<file path="src/rtl/pc_pkg.sv">
// Shared types and default vectors for the PC sequencer.
package pc_pkg;

  typedef enum logic [1:0] {
    BOOT = 2'd0,
    RUN  = 2'd1,
    HALT = 2'd2
  } pc_state_e;

  localparam logic [63:0] DEFAULT_RESET_PC = 64'h0;
  localparam logic [63:0] DEFAULT_TRAP_PC  = 64'h100;

endpackage

</file>
<file path="src/rtl/ras_stack.sv">
// Circular return-address stack; a push while full overwrites the oldest entry.
module ras_stack #(
  parameter int unsigned XLEN      = 64,
  parameter int unsigned RAS_DEPTH = 4
) (
  input  logic            clk,
  input  logic            rst,
  input  logic            push,
  input  logic            pop,
  input  logic            clear,
  input  logic [XLEN-1:0] push_data,
  output logic [XLEN-1:0] top,
  output logic            empty,
  output logic            full
);

  localparam int unsigned PtrW = $clog2(RAS_DEPTH);
  localparam int unsigned CntW = PtrW + 1;

  logic [XLEN-1:0] mem_q [RAS_DEPTH];
  logic [PtrW-1:0] wr_ptr_q, wr_ptr_d, rd_ptr;
  logic [CntW-1:0] count_q, count_d;

  assign rd_ptr = wr_ptr_q - PtrW'(1);
  assign top    = mem_q[rd_ptr];
  assign empty  = (count_q == '0);
  assign full   = (count_q == CntW'(RAS_DEPTH));

  always_comb begin
    wr_ptr_d = wr_ptr_q;
    count_d  = count_q;
    if (clear) begin
      count_d = '0;
    end else if (push) begin
      // Pointer wraps onto the oldest slot once full; count saturates.
      wr_ptr_d = wr_ptr_q + PtrW'(1);
      if (!full) count_d = count_q + CntW'(1);
    end else if (pop && !empty) begin
      wr_ptr_d = rd_ptr;
      count_d  = count_q - CntW'(1);
    end
  end

  always_ff @(posedge clk or posedge rst) begin
    if (rst) begin
      wr_ptr_q <= '0;
      count_q  <= '0;
    end else begin
      wr_ptr_q <= wr_ptr_d;
      count_q  <= count_d;
    end
  end

  always_ff @(posedge clk) begin
    if (push && !clear) mem_q[wr_ptr_q] <= push_data;
  end

endmodule

</file>
<file path="src/rtl/pc_sequencer.sv">
// Program-counter sequencer: boot/run/halt control, redirects, traps and call/return prediction.
module pc_sequencer
  import pc_pkg::*;
#(
  parameter int unsigned     XLEN      = 64,
  parameter int unsigned     STEP      = 1,
  parameter logic [XLEN-1:0] RESET_PC  = XLEN'(DEFAULT_RESET_PC),
  parameter logic [XLEN-1:0] TRAP_PC   = XLEN'(DEFAULT_TRAP_PC),
  parameter int unsigned     RAS_DEPTH = 4
) (
  input  logic            clk,
  input  logic            rst,
  input  logic            stall,
  input  logic            redirect_valid,
  input  logic [XLEN-1:0] redirect_pc,
  input  logic            call,
  input  logic            ret,
  input  logic            trap,
  input  logic            halt,
  input  logic            resume,
  output logic [XLEN-1:0] pc,
  output logic [XLEN-1:0] pc_next,
  output logic            pc_valid,
  output logic            ras_empty,
  output logic            ras_overflow
);

  localparam logic [XLEN-1:0] StepInc = XLEN'(STEP);

  pc_state_e       state_q, state_d;
  logic [XLEN-1:0] pc_q, pc_d;
  logic            ovf_q, ovf_d;
  logic            ras_push, ras_pop, ras_clear, ras_full;
  logic [XLEN-1:0] ras_top;

  assign pc           = pc_q;
  assign pc_next      = pc_q + StepInc;
  assign pc_valid     = (state_q == RUN);
  assign ras_overflow = ovf_q;

  always_comb begin
    state_d   = state_q;
    pc_d      = pc_q;
    ras_push  = 1'b0;
    ras_pop   = 1'b0;
    ras_clear = 1'b0;
    case (state_q)
      BOOT: state_d = RUN;
      RUN: begin
        if (trap) begin
          pc_d      = TRAP_PC;
          ras_clear = 1'b1;
        end else if (redirect_valid) begin
          if (call) begin
            pc_d     = redirect_pc;
            ras_push = 1'b1;
          end else if (ret && !ras_empty) begin
            pc_d    = ras_top;
            ras_pop = 1'b1;
          end else begin
            pc_d = redirect_pc;
          end
        end else if (halt) begin
          state_d = HALT;
        end else if (!stall) begin
          pc_d = pc_next;
        end
      end
      HALT: begin
        if (trap) begin
          pc_d      = TRAP_PC;
          ras_clear = 1'b1;
          state_d   = RUN;
        end else if (resume) begin
          state_d = RUN;
        end
      end
      default: state_d = BOOT;
    endcase
    ovf_d = ovf_q | (ras_push & ras_full);
  end

  always_ff @(posedge clk or posedge rst) begin
    if (rst) begin
      state_q <= BOOT;
      pc_q    <= RESET_PC;
      ovf_q   <= 1'b0;
    end else begin
      state_q <= state_d;
      pc_q    <= pc_d;
      ovf_q   <= ovf_d;
    end
  end

  ras_stack #(
    .XLEN      (XLEN),
    .RAS_DEPTH (RAS_DEPTH)
  ) u_ras (
    .clk       (clk),
    .rst       (rst),
    .push      (ras_push),
    .pop       (ras_pop),
    .clear     (ras_clear),
    .push_data (pc_next),
    .top       (ras_top),
    .empty     (ras_empty),
    .full      (ras_full)
  );

endmodule

</file>
<file path="config.mk">
export PLATFORM = sky130hd
export DESIGN_NAME = pc_sequencer
export DESIGN_NICKNAME = d
export VERILOG_FILES = /design/src/rtl/pc_pkg.sv /design/src/rtl/ras_stack.sv /design/src/rtl/pc_sequencer.sv
export SDC_FILE = /design/constraint.sdc
export NUM_CORES = 1
export LEC_CHECK = 0
export ABC_AREA = 1
export BUFFER_PORTS_ARGS = -buffer_cell sky130_fd_sc_hd__buf_2
export CORE_ASPECT_RATIO = 1.5
export CORE_UTILIZATION = 47
export CTS_BUF_LIST = sky130_fd_sc_hd__clkbuf_4
export CTS_CLUSTER_DIAMETER = 30
export DETAILED_ROUTE_END_ITERATION = 8
export PLACE_DENSITY = 0.68
export SLEW_MARGIN = 15
export SYNTH_ARGS = -nofsm -noshare
export SYNTH_HDL_FRONTEND = slang
export SYNTH_HIERARCHICAL = 1
export SYNTH_SLANG_ARGS = --single-unit
</file>
<file path="constraint.sdc">
create_clock -name clk -period 5.1 [get_ports clk]
set_input_delay 1.275 -clock clk [delete_from_list [all_inputs] [get_ports clk]]
set_output_delay 1.275 -clock clk [all_outputs]
set_load 0.1 [all_outputs]
</file>
==> qor.txt <==
Status: finished, final reports clean
CORE AREA: 0.03355 sq mm
Required @ worst endpoint: 3.83 ns
Area leader, netlist: edfxtp_1
Number of unique standard cell types used by synthesis: 39
CP startpoint kind: flip-flop
Critical Path AT: 3.32 ns
Skew final: 0.06191 ns
Syn Inst Count: 1775
First-pass GRT wire length: 75960 um
Ys flop type: edfxtp_1
Die height: 228.8 um
Starting Density: 48.04%
CTS sink cnt: 328
Hold Buf Count CTS: 0
Final hold violation count: 0
Max_cap viols: 0
Crit end category: output pin
Routed Antenna Nets: 0
Slew Viols, Final: 0
Synth top cells by count: nand2_1, edfxtp_1, nor2_1
Yosys reg bits: 328
Yosys warning count: 6
Clock Latency Late Sink: 0.82 ns
# fillers: 3073
Max FO, Critical Path: 6
Global placement routability congestion: 0.9625
Clock-pin slew on the worst setup and hold paths: 0.06 ns
Max Clk Rate: 217.8 MHz
DR DRC count: 0
Syn avg cell area: 9.081 sq um
Port bufs: 203
H-tree Lvls: 3
Post-detail-place hpwl: 33480 um
Fraction of layout instances using a drive strength above 1: 19.75%
Final worst setup slack: 0.5078 ns
Cell area power density: 640.9 mW/mm^2
Syn Std Cell Area: 0.01612 sq mm
DR vias: 13880
FF-to-FF path depth: 10
EDFF count, synth: 256
Clock buffer count from CTS: 80
Pin count of the biggest net entering global routing: 90
Seq/Total Area, Yosys: 58.87%
Vias in the first global route: 13530
Total Power: 11970 uW
Routed WL per cell: 20.15 um
Largest cells by area after synthesis: edfxtp_1, nand2_1, dfrtp_1, nor2_1, o21ai_0
P_leak: 0.007912 uW
DIE AREA: 0.03505 sq mm
IO Pins: 204
Quantity of gates resized following cts: 0
Fin crit share: 90.04%
First-pass iteration count of the detailed router: 5
Max VDD drop: 0.4266 mV
CTS tree: done
Nets@finish: 2083
Grt ovf: 0
Root buffer cell: clkbuf_4
CTS Buffer Depth: 3
Measured slew at the worst slew-check pin: 1.001 ns
# rows: 82
HP Class: primary input to asynchronous set/reset pin
RSZ-0062 raised after global routing: false
DP Worst Slack: 1.389 ns
Syn nets: 1857
Post-synth top area share: 47.69%
CP Class: flip-flop to output pin
Area Growth Syn to Fin: 15.85%
DR iter-0 viols: 1097
Routed Wire Length: 50110 um
R2r startpoint: u_ras/wr_ptr_q[0]
Slew Limit Headroom: 33.24%
Tot GR Track Use: 28.79%
Vias per inst: 5.582
Most frequent cell after synthesis: nand2_1
Crit. Startpoint: pc[0]
Fin crit period: 4.592 ns
Setup violators final: 0
Post-CTS Repair Setup Buffers: 0
Async SR Flop Fraction: 21.95%
Die X: 153.2 um
Initial antenna violation count: 1
-- logic make-up (layout without fill, tap and decap cells) --
logic type / after synthesis / in the layout / synth area share, %
buf+inv: 196 / 487 / 5.442
compound gates: 366 / 366 / 12.13
flops: 328 / 328 / 58.87
fa+ha+maj: 9 / 9 / 0.7453
xor+xnor: 18 / 18 / 1.071
other cells: 0 / 1 / 0
simple gates: 858 / 858 / 21.74
-- cell usage in the layout (no fill, tap or decap), types with 2 or more instances in the layout --
cell and n:
nor2_2 11, clkinv_2 4, nand2_4 3, a21oi_1 97, clkinvlp_4 5, nor2_4 8
xnor2_2 4, nand3_2 5, nand3b_1 4, clkbuf_4 114, nand3_1 71, nand2_2 9
clkinv_1 21, nor3_1 3, nor2_1 250, o21ai_0 119, xor2_1 9, edfxtp_1 256
dfrtp_1 71, nand4_1 5, bufinv_16 7, o211ai_1 11, inv_1 103, buf_4 19
ha_1 7, buf_2 203, inv_2 7, o22ai_1 68, buf_12 3, nor2_8 2
nand2_1 486, xnor2_1 4, o21ai_1 67
-- through the flow --
stage / utilization, % / hold slack, ns / instance area [sq um] / setup TNS (ns) / instances
final: 55.66 / 0.4145 / 18670 / 0 / 2487
after global routing: 55.66 / 0.4041 / 18670 / 0 / 2487
after CTS: 55.65 / 0.3761 / 18670 / 0 / 2486
after detailed placement: 52.11 / 0.4432 / 17480 / 0 / 2339
after global placement: 52.11 / 0.4497 / 17480 / 0 / 2339
after floorplan: - / 0.4642 / 16140 / -66.96 / 1775
-- routing by layer --
metal / vias up / share of wire [%] / wire (um) / global-route usage, %
li1: 6519 / - / - / -
met1: 6540 / 38 / 18860 / 33.95
met2: 685 / 49 / 24620 / 48.14
met3: 138 / 8.0 / 4006 / 5.631
met4: 0 / 5.2 / 2623 / 18.12
met5: - / 0 / 0 / 0
-- path summary, 6_finish.rpt --
kind,slack (ns),endpoint
worst max-delay path,0.51,pc_next[22]
worst min-delay path,0.41,u_ras/count_q[1]
worst max register to register,1.77,pc[31]
worst min register to register,0.45,ras_overflow
max in group asynchronous,3.52,pc[58]
min in group clk,0.45,ras_overflow
-- worst max-delay path, cell delays in order (launching register included) --
cell     delay [ns]
dfrtp_1        0.47
ha_1           0.27
nand2_2        0.09
nor2_4         0.18
nand2_2        0.09
nor2_4         0.17
nand2_1        0.20
xnor2_1        0.53
buf_2          0.53
-- where the power goes --
part	internal, uW	switching, uW	total (uW)	leakage [uW]
clock network	1400	1090	2490	0.000667
logic	1100	4730	5830	0.00395
registers	3300	345	3650	0.00330
total	5800	6170	12000	0.00791
-- sequential cells by signal, summed over array words and instances, names as in the netlist --
signal	count
u_ras/count_q	3
pc	64
u_ras/wr_ptr_q	2
u_ras/mem_q	256
ras_overflow	1
state_q	2
-- area by class of cell --
cell class	instances	area [sq um]	area share, %
Multi-Input combinational cell	1251	5812	31.12
Clock inverter	33	330.3	1.769
Clock buffer	114	855.8	4.583
Tap cell	420	525.5	2.814
Timing Repair Buffer	225	1219	6.526
Antenna cell	1	2.502	0.01340
Inverter	115	435.4	2.332
Sequential cell	328	9493	50.84
No activity file was read; power rests on OpenSTA's default activity.
